==> config.mk <==
export PLATFORM = sky130hd
export DESIGN_NAME = ex_muldiv_unit
export DESIGN_NICKNAME = d
export VERILOG_FILES = /design/src/rtl/ex_muldiv_unit.sv
export SDC_FILE = /design/constraint.sdc
export NUM_CORES = 1
export LEC_CHECK = 0
export CAP_MARGIN = 20
export CELL_PAD_IN_SITES_DETAIL_PLACEMENT = 0
export CELL_PAD_IN_SITES_GLOBAL_PLACEMENT = 1
export CORE_MARGIN = 8
export CORE_UTILIZATION = 30
export CTS_CLUSTER_DIAMETER = 80
export DETAILED_ROUTE_END_ITERATION = 16
export PLACE_DENSITY = 0.72
export SETUP_SLACK_MARGIN = 0.3
export SYNTH_ARGS = -nofsm -noshare
export SYNTH_HDL_FRONTEND = slang
export SYNTH_SLANG_ARGS = --single-unit
==> constraint.sdc <==
create_clock -name clk -period 5.2 [get_ports clk]
set_input_delay 1.04 -clock clk [delete_from_list [all_inputs] [get_ports clk]]
set_output_delay 1.04 -clock clk [all_outputs]
set_load 0.01 [all_outputs]
==> src/rtl/ex_muldiv_unit.sv <==
// Iterative RV32M multiply/divide unit for the execute stage: shift-add multiply and
// restoring divide, one bit per cycle, stalling the pipeline while it works.
module ex_muldiv_unit #(
  parameter int DATA_WIDTH = 32
) (
  input  logic                  clk,
  input  logic                  rst,
  input  logic                  MulDivStartE,
  input  logic [2:0]            funct3E,
  input  logic [DATA_WIDTH-1:0] SrcAE,
  input  logic [DATA_WIDTH-1:0] SrcBE,
  input  logic                  FlushE,
  output logic [DATA_WIDTH-1:0] MulDivResultE,
  output logic                  MulDivDoneE,
  output logic                  MulDivStallE,
  output logic                  MulDivBusyE
);
  localparam int W  = DATA_WIDTH;
  localparam int CW = $clog2(W + 1);

  typedef enum logic [1:0] {S_IDLE, S_CALC, S_DONE} state_t;

  state_t          r_state;
  state_t          w_state_next;
  logic [CW-1:0]   r_cnt;
  logic [2:0]      r_op;
  logic            r_neg_res;
  logic            r_neg_rem;
  logic [W-1:0]    r_opnd;
  logic [2*W-1:0]  r_acc;
  logic [W-1:0]    r_result;

  // Operand decode, only meaningful while IDLE
  logic            w_is_div, w_a_signed, w_b_signed, w_a_neg, w_b_neg;
  logic [W-1:0]    w_a_mag, w_b_mag, w_min;
  logic            w_div_zero, w_div_ovf, w_fast, w_accept;
  logic [W-1:0]    w_fast_result;

  assign w_is_div   = funct3E[2];
  assign w_a_signed = w_is_div ? ~funct3E[0] : (funct3E[1:0] != 2'b11);
  assign w_b_signed = w_is_div ? ~funct3E[0] : ~funct3E[1];
  assign w_a_neg    = w_a_signed & SrcAE[W-1];
  assign w_b_neg    = w_b_signed & SrcBE[W-1];
  assign w_a_mag    = w_a_neg ? (~SrcAE + 1'b1) : SrcAE;
  assign w_b_mag    = w_b_neg ? (~SrcBE + 1'b1) : SrcBE;
  assign w_min      = {1'b1, {(W-1){1'b0}}};

  assign w_div_zero = w_is_div & (SrcBE == '0);
  assign w_div_ovf  = w_is_div & ~funct3E[0] & (SrcAE == w_min) & (SrcBE == '1);
  assign w_fast     = w_div_zero | w_div_ovf;
  assign w_accept   = (r_state == S_IDLE) & MulDivStartE & ~FlushE;

  always_comb begin
    w_fast_result = '0;
    if (w_div_zero)
      w_fast_result = funct3E[1] ? SrcAE : '1;
    else if (w_div_ovf)
      w_fast_result = funct3E[1] ? '0 : SrcAE;
  end

  // One iteration step. r_acc is {hi, lo}: product for multiply, {remainder, dividend/quotient} for divide
  logic [W:0]      w_mul_sum;
  logic [W:0]      w_rem_shift;
  logic [W:0]      w_rem_diff;
  logic [2*W-1:0]  w_step;

  assign w_mul_sum   = {1'b0, r_acc[2*W-1:W]} + (r_acc[0] ? {1'b0, r_opnd} : {(W+1){1'b0}});
  assign w_rem_shift = r_acc[2*W-1:W-1];
  assign w_rem_diff  = w_rem_shift - {1'b0, r_opnd};

  always_comb begin
    w_step = r_acc;
    if (r_op[2]) begin
      if (!w_rem_diff[W])
        w_step = {w_rem_diff[W-1:0], r_acc[W-2:0], 1'b1};
      else
        w_step = {w_rem_shift[W-1:0], r_acc[W-2:0], 1'b0};
    end else begin
      w_step = {w_mul_sum, r_acc[W-1:1]};
    end
  end

  // Sign correction applied on the final step
  logic [2*W-1:0]  w_prod_fix;
  logic [W-1:0]    w_quot_fix, w_rem_fix, w_calc_result;

  assign w_prod_fix = r_neg_res ? (~w_step + 1'b1) : w_step;
  assign w_quot_fix = r_neg_res ? (~w_step[W-1:0] + 1'b1) : w_step[W-1:0];
  assign w_rem_fix  = r_neg_rem ? (~w_step[2*W-1:W] + 1'b1) : w_step[2*W-1:W];

  always_comb begin
    w_calc_result = '0;
    if (r_op[2])
      w_calc_result = r_op[1] ? w_rem_fix : w_quot_fix;
    else
      w_calc_result = (r_op[1:0] == 2'b00) ? w_prod_fix[W-1:0] : w_prod_fix[2*W-1:W];
  end

  always_ff @(posedge clk or posedge rst) begin
    if (rst)
      r_state <= S_IDLE;
    else
      r_state <= w_state_next;
  end

  always_comb begin
    w_state_next = r_state;
    case (r_state)
      S_IDLE: if (MulDivStartE) w_state_next = w_fast ? S_DONE : S_CALC;
      S_CALC: if (r_cnt == CW'(1)) w_state_next = S_DONE;
      S_DONE: w_state_next = S_IDLE;
      default: w_state_next = S_IDLE;
    endcase
    if (FlushE)
      w_state_next = S_IDLE;
  end

  always_ff @(posedge clk or posedge rst) begin
    if (rst) begin
      r_cnt     <= '0;
      r_op      <= '0;
      r_neg_res <= 1'b0;
      r_neg_rem <= 1'b0;
      r_opnd    <= '0;
      r_acc     <= '0;
      r_result  <= '0;
    end else if (w_accept) begin
      r_op      <= funct3E;
      r_neg_res <= w_a_neg ^ w_b_neg;
      r_neg_rem <= w_a_neg;
      if (w_fast) begin
        r_result <= w_fast_result;
      end else begin
        r_cnt  <= CW'(W);
        r_acc  <= w_is_div ? {{W{1'b0}}, w_a_mag} : {{W{1'b0}}, w_b_mag};
        r_opnd <= w_is_div ? w_b_mag : w_a_mag;
      end
    end else if (r_state == S_CALC && !FlushE) begin
      r_acc <= w_step;
      r_cnt <= r_cnt - 1'b1;
      if (r_cnt == CW'(1))
        r_result <= w_calc_result;
    end
  end

  assign MulDivResultE = r_result;
  assign MulDivDoneE   = (r_state == S_DONE);
  assign MulDivBusyE   = (r_state != S_IDLE);
  assign MulDivStallE  = w_accept | (r_state == S_CALC);

endmodule

==> flow_metrics.py <==
metrics = {
    "placed_design": {
        "buffers_on_ports": 105,
        "dpl.hpwl_um": 60400,
        "place.gp.congestion": 0.972,
        "placed_cell_area_sq_mm": 0.0194,
    },
    "clock_network": {
        "cts_tree": "yes",
        "worst_setup_hold_path_clk_slew_ns": 0.07,
        "cts_hold_repair.buffers": 0,
        "clk_root_buffer_cell": "clkbuf_16",
        "cts_max_level": 4,
        "cts_bufs_inserted": 17,
        "ctsLongestPathBuffers": 2,
        "clock_sinks": 141,
        "insertion_delay_ns": 0.46,
    },
    "worst_setup_path": {
        "worstRegToRegCells": 23,
        "cp_data_arrival_time_ns": 5.11,
        "cp_data_required_time_ns": 5.54,
        "criticalPathCategory": "reg2reg",
        "timing.rr.start": "r_acc[31]$_DFFE_PP0P_",
        "ff2ff_setup_slack_ns": 0.43,
        "critical_path.endpoint_type": "flip-flop",
        "setup.worst_path.start_class": "flip-flop",
        "critical_path.reg2reg.endpoint": "MulDivResultE[26]$_DFFE_PP0P_",
        "critPathMaxFanout": 4,
    },
    "global_routing": {
        "grt_pass1_vias": 18200,
        "overflow": 0,
        "grt_first_pass_wirelength_um": 114000,
        "grt_antenna_before_repair": 3,
        "grt_use_total_pct": 23.0,
        "grt_max_degree": 86,
    },
    "sta": {
        "max_slew_violation_count": 0,
        "post-route-min-period_ns": 4.77,
        "max-slew-margin-rel_pct": 38.2,
        "setup_viol": 0,
        "rsz0062_at_grt": "yes",
        "timing.hold.ws_ns": 0.502,
        "tns_ns": 0,
        "hold_viol": 0,
        "max_clock_freq_mhz": 210,
        "clock_skew_ns": 0.0139,
        "min_period_over_period_pct": 91.7,
        "worst-slew-pin-transition_ns": 0.923,
    },
    "synth": {
        "synth-warning-count": 0,
        "netlist_top_cells_area": "dfrtp_1, o21ai_0, nand2_1",
        "synthCells": 2368,
        "synth_area_leader_cell": "dfrtp_1",
        "combinational_family_with_the_most_area_after_synthesis": "compound AO/OA/AOI/OAI gates",
        "post-synth-top-area-fraction_pct": 20.8,
        "synthDistinctLibCells": 107,
        "synthesis.area_sq_mm": 0.0170,
        "synth_compound_area_share_pct": 30.5,
        "synthSimpleGateAreaFrac_pct": 26.9,
        "ys_ff_latch": 141,
        "synth_adder_area_share_pct": 5.47,
        "synth_xor_area_share_pct": 7.43,
        "avgSynthCellArea_sq_um": 7.17,
        "async_flop_share_pct": 100,
        "yosys-mux-area-fraction_pct": 3.72,
        "ys_seq_area_share_pct": 20.8,
        "synth-edff-count": 0,
        "ys_dominant_reg_cell": "dfrtp_1",
        "synth.net_count": 2512,
    },
    "drt": {
        "postRouteWirelength_um": 76800,
        "routed-via-count": 19300,
        "dr.first_iter.drc_count": 2038,
        "ant_nets": 0,
        "met3_length_um": 5640,
        "top_metal_layer_carrying_routed_signals": "met4",
        "viasPerCell": 5.89,
        "wire_per_inst_um": 23.4,
        "firstDrtPassIters": 6,
        "wl_met2_um": 35300,
        "met1_layer_wirelength_in_the_final_routing_um": 33500,
        "drt_drc_violations_left": 0,
    },
    "die": {
        "floorplan.initialDensity_pct": 30.2,
        "die_area_sq_mm": 0.0645,
        "die_x_um": 254,
        "die_h_um": 254,
        "floorplan.rows": 87,
        "placeableCoreArea_sq_mm": 0.0562,
        "ioPinCount": 106,
    },
    "worst_hold_path": {
        "whs_endpoint": "r_opnd[24]$_DFFE_PP0P_",
        "hold-path-cell-count": 2,
        "min-delay-path-class": "reg2reg",
        "worst_hold_startpoint": "r_opnd[24]$_DFFE_PP0P_",
    },
    "status": {
        "status": "completed",
    },
    "cells_and_area": {
        "final_nets": 2653,
        "area_growth_pct": 21.3,
        "final_layout_size_suffix_gt1_share_pct": 12.8,
        "postLayoutCellArea_sq_mm": 0.0206,
    },
    "pwr": {
        "power.ir.vdd_worst_uv": 312,
        "p_total_mw": 13.8,
        "power-per-cell-area_mw_per_mm2": 668,
        "cellLeakagePower_nw": 8.16,
    },
    "run": {
        "max_cap_violations": 0,
    },
}
worst max path at each step:
stage | from | to | slack [ns] | depth (start not counted)
2_1_floorplan | r_acc[31]$_DFFE_PP0P_ | MulDivResultE[20]$_DFFE_PP0P_ | 0.34 | 22
3_3_place_gp | r_acc[0]$_DFFE_PP0P_ | MulDivResultE[26]$_DFFE_PP0P_ | 0.15 | 18
3_5_place_dp | r_acc[0]$_DFFE_PP0P_ | MulDivResultE[26]$_DFFE_PP0P_ | 0.05 | 18
4_1_cts | r_acc[0]$_DFFE_PP0P_ | MulDivResultE[13]$_DFFE_PP0P_ | 0.31 | 18
5_1_grt | r_acc[31]$_DFFE_PP0P_ | MulDivResultE[30]$_DFFE_PP0P_ | 0.23 | 22
6_report | r_acc[31]$_DFFE_PP0P_ | MulDivResultE[26]$_DFFE_PP0P_ | 0.43 | 23
power breakdown:
group | internal [mW] | switching, mW
clock | 0.729 | 0.588
combinational | 3.98 | 6.39
sequential | 1.52 | 0.559
total | 6.23 | 7.53
critical path, cell delays in order (launching register included):
cell       delay [ns]
dfrtp_1          0.39
inv_2            0.09
ha_4             0.13
inv_1            0.05
fa_2             0.42
a211oi_2         0.24
o211ai_1         0.17
a31oi_2          0.30
a2bb2oi_2        0.12
nor3_4           0.19
o31ai_4          0.13
inv_2            0.11
ha_4             0.14
o211ai_1         0.12
a2111o_1         0.36
nor3_2           0.22
nand2b_1         0.16
nor2_1           0.16
buf_4            0.18
nand3_4          0.10
nor3_4           0.29
a21o_1           0.16
a21oi_1          0.06
o32a_1           0.35
placed cells by master (no fill, tap or decap), types with 74 or more instances in the layout:
cell type and count:
inv_1 77, xnor2_1 74, o21ai_0 234, dfrtp_1 138, a21oi_1 201, nand2_1 271
nand3_1 82, clkdlybuf4s50_1 104, buf_4 155, nor2_1 231
final cells by class:
cell class,count,area (sq um)
Timing Repair Buffer,263,2270
Tap cell,756,946
Inverter,80,305
Multi-Input combinational cell,2006,12900
Sequential cell,141,3530
Fill cell,6053,35600
Antenna cell,1,2.50
Clock inverter,14,160
Clock buffer,18,439
cell usage after synthesis, types with 16 or more instances:
master    count
a211oi_1     24
a21o_1       27
a21oi_1     206
a31oi_1      38
and2_1       61
and3_1       23
buf_1        18
buf_2        22
clkbuf_1     96
dfrtp_1     141
ha_1         71
inv_1        79
mux2i_1      53
nand2_1     275
nand2b_1     21
nand3_1      83
nand4_1      28
nor2_1      233
nor3_1       56
nor4_1       23
o211ai_1     40
o21ai_0     239
o31ai_1      26
or2_2        16
or3_1        23
xnor2_1      75
xor2_1       69
cells by family after synthesis:
| kind of cell | after synthesis |
|---|---|
| flops | 141 |
| fa+ha+maj | 73 |
| mux | 62 |
| compound gates | 802 |
| buf+inv | 222 |
| simple gates | 924 |
| xor+xnor | 144 |
layer usage:
metal | vias up | global-route usage (%)
met5 | - | 0
met1 | 9351 | 31.0
met2 | 838 | 37.4
met4 | 0 | 7.73
met3 | 118 | 3.22
li1 | 8994 | -
state kept, by name (all words and copies together), names as in the netlist:
name           flops
r_neg_rem          1
r_op               3
r_opnd            32
r_cnt              6
MulDivResultE     32
r_acc             64
r_neg_res          1
r_state            2
per-stage QoR:
step	setup WS, ns	utilization, %	cells
after floorplan	0.340	-	2368
after global placement	0.152	34.6	3219
after detailed placement	0.0514	34.6	3219
after CTS	0.306	35.9	3257
after global routing	0.227	36.7	3278
final	0.434	36.7	3279
what timing repair did:
item                       CTS  global route
buffers inserted             6            20
cloned                       0             1
setup endpoints to repair   17            25
pin swaps                    8            37
gates resized for setup     21            61
Power figures use the tool's default switching activity.
